`config.mk`:
```
export PLATFORM = sky130hd
export DESIGN_NAME = wb_sequencer
export DESIGN_NICKNAME = d
export VERILOG_FILES = /design/src/rtl/wb_sequencer.sv
export SDC_FILE = /design/constraint.sdc
export NUM_CORES = 1
export LEC_CHECK = 0
export BUFFER_PORTS_ARGS = -buffer_cell sky130_fd_sc_hd__buf_2
export CAP_MARGIN = 20
export CORE_ASPECT_RATIO = 1.75
export CORE_MARGIN = 2
export CORE_UTILIZATION = 30
export DETAILED_ROUTE_END_ITERATION = 16
export GPL_TIMING_DRIVEN = 0
export SYNTH_ARGS = -nofsm -noshare
export SYNTH_HDL_FRONTEND = slang
export SYNTH_SLANG_ARGS = --single-unit
export TNS_END_PERCENT = 10
```
`constraint.sdc`:
```
create_clock -name clk -period 5.26 [get_ports clk]
set_clock_uncertainty 0.1 [all_clocks]
set_input_delay 0.526 -clock clk [delete_from_list [all_inputs] [get_ports clk]]
set_output_delay 0.526 -clock clk [all_outputs]
set_load 0.005 [all_outputs]
```
`src/rtl/wb_sequencer.sv`:
```
// Write-back sequencer: one-shot SP init after reset, then sequences
// memToReg selector / reg_write / write_reg for ALU and load write-backs,
// inserting MEM_WAIT memory wait states ahead of load writes.
module wb_sequencer #(
  parameter int unsigned MEM_WAIT = 2,
  parameter int unsigned SP_REG   = 29
) (
  input  logic       clk,
  input  logic       reset,
  input  logic       req_valid,
  output logic       req_ready,
  input  logic [2:0] req_src,
  input  logic       req_is_load,
  input  logic [4:0] req_dst,
  output logic       mem_rd,
  output logic [3:0] sel,
  output logic       reg_write,
  output logic [4:0] write_reg,
  output logic       init_done,
  output logic       busy
);

  localparam int unsigned SRC_W = 3;
  localparam int unsigned REG_W = 5;
  localparam int unsigned SEL_W = 4;
  localparam int unsigned CNT_W = 4;

  localparam bit               HAS_WAIT  = (MEM_WAIT != 0);
  localparam logic [CNT_W-1:0] CNT_INIT  = HAS_WAIT ? CNT_W'(MEM_WAIT - 1) : '0;
  localparam logic [REG_W-1:0] SP_IDX    = REG_W'(SP_REG);
  localparam logic [SEL_W-1:0] SEL_CONST = 4'b1000;

  typedef enum logic [1:0] {
    S_INIT  = 2'd0,
    S_IDLE  = 2'd1,
    S_WAIT  = 2'd2,
    S_WRITE = 2'd3
  } state_t;

  state_t             state;
  state_t             state_nx;
  logic [SRC_W-1:0]   src_q;
  logic [REG_W-1:0]   dst_q;
  logic [CNT_W-1:0]   cnt;
  logic               init_q;
  logic               accept;

  assign accept = (state == S_IDLE) && req_valid;

  // State register; reset restarts at INIT so SP is re-initialised
  always_ff @(posedge clk or negedge reset) begin
    if (!reset) begin
      state <= S_INIT;
    end else begin
      state <= state_nx;
    end
  end

  // Next-state decode
  always_comb begin
    state_nx = state;
    case (state)
      S_INIT:  state_nx = S_IDLE;
      S_IDLE: begin
        if (req_valid) begin
          state_nx = (req_is_load && HAS_WAIT) ? S_WAIT : S_WRITE;
        end
      end
      S_WAIT:  if (cnt == '0) state_nx = S_WRITE;
      S_WRITE: state_nx = S_IDLE;
      default: state_nx = S_INIT;
    endcase
  end

  // Latched request fields, wait counter and sticky init flag
  always_ff @(posedge clk or negedge reset) begin
    if (!reset) begin
      src_q  <= '0;
      dst_q  <= '0;
      cnt    <= '0;
      init_q <= 1'b0;
    end else begin
      if (accept) begin
        src_q <= req_src;
        dst_q <= req_dst;
        if (req_is_load && HAS_WAIT) begin
          cnt <= CNT_INIT;
        end
      end else if ((state == S_WAIT) && (cnt != '0)) begin
        cnt <= cnt - 1'b1;
      end
      if (state == S_INIT) begin
        init_q <= 1'b1;
      end
    end
  end

  // Output decode from registered state; everything forced low while in reset
  always_comb begin
    req_ready = 1'b0;
    mem_rd    = 1'b0;
    sel       = '0;
    reg_write = 1'b0;
    write_reg = '0;
    busy      = 1'b0;
    init_done = init_q;
    case (state)
      S_INIT: begin
        sel       = SEL_CONST;
        write_reg = SP_IDX;
        reg_write = 1'b1;
        busy      = 1'b1;
      end
      S_IDLE: begin
        req_ready = 1'b1;
      end
      S_WAIT: begin
        mem_rd    = 1'b1;
        sel       = {1'b0, src_q};
        write_reg = dst_q;
        busy      = 1'b1;
      end
      S_WRITE: begin
        sel       = {1'b0, src_q};
        write_reg = dst_q;
        reg_write = (dst_q != '0);
        busy      = 1'b1;
      end
      default: ;
    endcase
    if (!reset) begin
      req_ready = 1'b0;
      mem_rd    = 1'b0;
      sel       = '0;
      reg_write = 1'b0;
      write_reg = '0;
      busy      = 1'b0;
      init_done = 1'b0;
    end
  end

endmodule

```
======== Yosys cells after proc, flatten, opt, wreduce, memory -nomap -nowiden ========
Index checks and enable logic that the tools add are counted.
operators by class
  add/sub/neg operators ................... 1
  equality and inequality tests ........... 6
  muxes and demuxes ....................... 20
  reduce and logical (&&, ||, !) cells .... 12
operators with widths
  cell                                               number
  2-to-1 mux 4 bit                                   4
  case mux 5 bit (2 select lines)                    1
  2-to-1 mux 1 bit                                   9
  case mux 4 bit (2 select lines)                    1
  != test 2 bit (second input constant)              3
  case mux 2 bit (3 select lines)                    1
  2-to-1 mux 5 bit                                   1
  nonzero test 5 bit                                 1
  == test 2 bit (second input constant)              2
  zero test 4 bit                                    1
  2-to-1 mux 2 bit                                   2
  AND reduction 2 bit                                2
  nonzero test 4 bit                                 1
  OR reduction 2 bit                                 2
  subtractor 4 x 1 -> 4 bit (second input constant)  1
  OR reduction 3 bit                                 1
  == test 2 x 1 -> 1 bit (second input constant)     1
  logical AND 1 bit                                  2
  zero test 2 bit                                    1
  case mux 1 bit (2 select lines)                    1
  nonzero test 2 bit                                 1
word-level totals
  register bits after elaboration ......... 15
  input bits .............................. 12
  output and inout bits ................... 14
  word-level logic and storage cells ...... 44

======== Logic depth before layout (Yosys ltp) ========
  word-level depth ........................ 4
  depth in mapped cells ................... 6
  mapped depth without buffers ............ 5

======== Worst setup path before layout ========
OpenSTA, ideal clock, no wires.
  path kind ............................... reg2out
  from .................................... register state[0]
  to ...................................... output port sel[0]
  arrival ................................. 1.271 ns
  required time ........................... 4.634 ns
  setup slack ............................. 3.363 ns
  cell stages (with the launch flop) ...... 6
  path buffers ............................ 1
  cells stage by stage .................... dfrtp_1 -> inv_1 -> ha_1 -> clkbuf_1 -> o21a_1 -> and2_1
between the ends
  cells in the longest elaborated chain, start to end .. 4
  elaborated cells between the ends (all ways) .. 6
  those cells by class .................... eq/ne (2); mux (2); reduce/logical (2)
ends and longest elaborated chain
  item                               RTL line  RTL
  start: declaration                 40        state_t state;
  start signal: assignment           55        state <= state_nx;
  == test 2 bit                      107       case (state)
  OR reduction 2 bit (no line)       n/a
  case mux 4 bit (2 select lines) *  107
  2-to-1 mux 4 bit *                 131       if (!reset) begin
  end: declaration                   16        output logic [3:0] sel,
Mark *: on every way between the ends. The rest lies on a longest branch, timed or not.

======== Worst setup path after layout ========
  from .................................... register state[0]
  to ...................................... output port sel[2]
The elaborated chain is that of the path after synthesis.

==> flow_results.org <==
** Run status
- The run finished with clean final reports.

** Die
- Std cell rows :: 26
- Pin placement for this block handled 26 I/O pins.
- The die is roughly 46 um wide.
- The floorplan step set the die height to 76.8 um.
- Placeable Area :: a little under 3000 um2
- The floorplan step defined a die boundary enclosing roughly 3500 um2.
- Starting Density :: 31.4%

** Place
- The congestion estimate from routability-driven global placement came to around 0.8.
- HPWL after detailed placement :: 1.49 mm
- In this run the tool buffered the top-level ports with 25 buffer cells.
- Setup slack at placement :: about 3000 ps

** STA
- Min cycle time layout :: 2440 ps
- Final Hold Violating Endpoints :: 0
- Derived from the worst setup path, the maximum achievable clock frequency is approximately 410 MHz.
- Adding up every negative setup slack in the final design gives 0 ps.
- Setup repair after global routing left no endpoint under its margin.
- Pins over their slew limit :: 0
- Number of setup violations in the final report :: 0
- The worst pin sits at a relative slew slack of between 60% and 70%.
- Worst-Margin Slew :: between 400 and 500 ps
- The final critical path takes up 46.4% of the cycle.
- Smallest setup slack after layout :: ~2800 ps

** Power and ir drop
- The share of total power dissipated in the clock network is 16.5%.
- Maximum vdd drop :: ~0.22 mV
- Net switching is a little under two fifths of the power.
- Logic pwr share :: a little under half
- Net switching power :: just over 200 uW
- Per report_power, the sequential group accounts for a little under two fifths of the total.
- Areal power density over the cells :: a little under 500 nW/um2
- Lkg Pwr :: ~0.54 nW
- Internal power comes to 350 uW.

** Worst setup path
- Data on the critical path is required at its endpoint by 4630 ps.
- Crit Path Max Fanout :: 10
- The number of buffers and inverters on the critical path is 3.
- The worst setup path is captured at a primary output.
- Cell-by-cell trace of the critical path :: inv_1 -> ha_1 -> clkbuf_1 -> o21a_1 -> and2_1 -> buf_2
- Data arrival, critical path :: approximately 1800 ps
- Cell type group with the largest total delay on the critical path :: buffers and inverters
- Counting buffers and inverters, the worst setup path is 6 cells deep.
- The largest individual stage delay along the critical path comes from the cell sky130_fd_sc_hd__dfrtp_1.
- Launching element type of the critical path :: register
- The worst setup path is of the register to primary output kind.
- CP max stage delay :: around 440 ps
- Cell depth of the worst flop-to-flop path :: 5

** Synthesis
- After synthesis the netlist holds a flip-flop and latch count of 15.
- Synthesis produced a netlist with a net count of approximately 100.
- Yosys warns :: 0
- Adder and majority gate portion of the synthesized area :: approximately a tenth
- Xor and xnor fraction of the mapped netlist area :: 0%
- After synthesis, the largest family of logic cells by area is simple AND/OR/NAND/NOR gates.
- Sequential area share after synthesis :: around two fifths
- The synthesized netlist devotes between 10% and 20% of its cell area to compound gates.
- Mean post-synth cell area :: approximately 11 um2
- After technology mapping, the gate count stands at 85.
- Mux contribution to synthesized area :: 12.4%
- Simple-gate area share of the yosys netlist :: 17.9%
- Number of distinct library cells after synthesis :: 32
- In this run the cell area of the synthesized design comes to 910 um2.

** Layout
- Post-synthesis to final-layout area growth :: 22.7%
- Count of fill cells added during filler insertion :: 290
- Antenna diode count :: 0
- Layout net count :: roughly 130
- Share of post-route cells with drive strength above 1 :: between 30% and 40%

** Global route
- The number of antenna violations at the first check in global routing is 0.
- Global-route usage over all layers :: around 12%
- The via count of the first global-routing pass came to about 770.
- The first global-routing pass estimated roughly 3.3 mm of wire.
- Entering global routing, the biggest net connects 26 pins.
- The total overflow left after global routing is 0.

** Clock network
- CTS Hold Buffers Added :: 0
- Post-CTS resize count :: 0
- Number of H-tree levels :: 1
- The clock passes through at most 2 buffers.
- Buffer cell driving the clock tree root :: sky130_fd_sc_hd__clkbuf_8
- Total CTS buffers :: 3
- Postcts setup bufs :: 0
- Count of clock tree sinks :: 15
- CTS tree :: done
- The clock reaches the later pin of the worst-skew pair after roughly 240 ps.
- Clock Pin Slew Worst Setup and Hold Paths :: approximately 60 ps

** Flow run
- Max-cap violations in this run came to 0.

** Worst hold path
- The worst hold path belongs to the class input pin to asynchronous set/reset pin.

** Detailed routing
- Number of design-rule violations left by the first detailed-router iteration :: 7
- Total vias in the final route :: ~730
- Wire per inst :: about 13 um
- The final layout contains routed wiring with a total length of around 1.9 mm.
- DRC violations left :: 0
- The first TritonRoute pass finished after 3 iterations.
- Per-cell via count in the routed design :: between 5 and 6
- The detail route stage leaves a number of antenna-violating nets equal to 0.
## synthesized netlist by cell type (all sizes together)
cell type	count	area share (%)
dfrtp	15	41
or4	1	0.83
o21ai	2	1.5
a41oi	1	0.96
or3b	1	0.96
nand4	1	0.69
a31oi	1	0.69
and2	8	5.5
a311o	2	2.2
nor4	1	0.69
nand2	2	0.83
nand2b	1	0.69
buf	2	1.8
nand3	1	0.55
a22o	1	0.96
nor2	1	0.41
a21oi	7	5.1
o311ai	1	0.96
clkbuf	1	0.41
and3	2	1.4
nor2b	6	4.1
a311oi	1	0.96
inv	6	2.5
ha	7	9.6
o21a	1	0.83
nor3	1	0.55
mux2	10	12
or2	1	0.69
## final cells by class
type,instances,area [um2],area share [%]
Multi-Input combinational cell,61,492,44.1
Timing Repair Buffer,25,125,11.2
Sequential cell,15,375,33.6
Tap cell,28,35.0,3.14
Clock buffer,3,41.3,3.70
Inverter,6,22.5,2.02
Clock inverter,1,5.00,0.448
Buffer,3,20.0,1.79
## layer usage
metal  share of wire (%)  track usage, %  vias up  wire [um]
li1                    -               -      358          -
met2                  56            21.0       17       1040
met4                   0            2.65        0          0
met1                  39            14.2      352        729
met5                   0               0        -          0
met3                 4.9            2.82        0         91
## kinds of logic after synthesis
| logic type | after synthesis |
|---|---|
| adder cells (fa/ha/maj) | 7 |
| AO/OA/AOI/OAI | 17 |
| AND/OR/NAND/NOR | 27 |
| multiplexers | 10 |
| buffers and inverters | 9 |
| flip-flops | 15 |
## sequential cells by signal, indices dropped and copies added, names as in the netlist
name    flops
dst_q       5
cnt         4
src_q       3
state       2
init_q      1
## power groups by stage
| stage | Combinational (mW) | Clock (mW) | Sequential (mW) |
|---|---|---|---|
| floorplan | 0.192 | 0 | 0.195 |
| global placement | 0.254 | 0 | 0.206 |
| detailed placement | 0.258 | 0 | 0.211 |
| CTS | 0.260 | 0.0962 | 0.209 |
| global route | 0.290 | 0.103 | 0.217 |
| finish | 0.255 | 0.0916 | 0.208 |
## layout by cell type (no fill, tap or decap), drive strengths merged
master,instances
buf,27
nand4,1
dfrtp,15
or2,1
and2,8
nand2,2
nand3,1
nand2b,1
or3b,1
a311oi,1
a22o,1
a41oi,1
nor2,1
o311ai,1
or4,1
nor4,1
nor3,1
inv,6
nor2b,6
a311o,2
ha,7
o21ai,2
mux2,10
a31oi,1
and3,2
clkbuf,4
clkinv,1
o21a,1
a21oi,7
## through the flow
stage               hold WS (ps)  util (%)  area, um2  std cells  total power [mW]
floorplan                    130         -        910         85             0.387
global placement             342      36.9       1070        138             0.460
detailed placement           345      36.9       1070        138             0.469
CTS                          138      38.5       1120        142             0.565
global route                 167      38.5       1120        142             0.610
finish                       126      38.5       1120        142             0.555
## worst paths after layout
kind	startpoint	endpoint	slack, ps
hold / removal	reset	cnt[2]	130
setup reg to reg	state[1]	src_q[1]	3350
min in group clk	init_q	init_q	350
setup / recovery	state[0]	sel[2]	2820
max in group asynchronous	reset	src_q[0]	4620
hold reg to reg	init_q	init_q	350
Power figures use the tool's default switching activity.
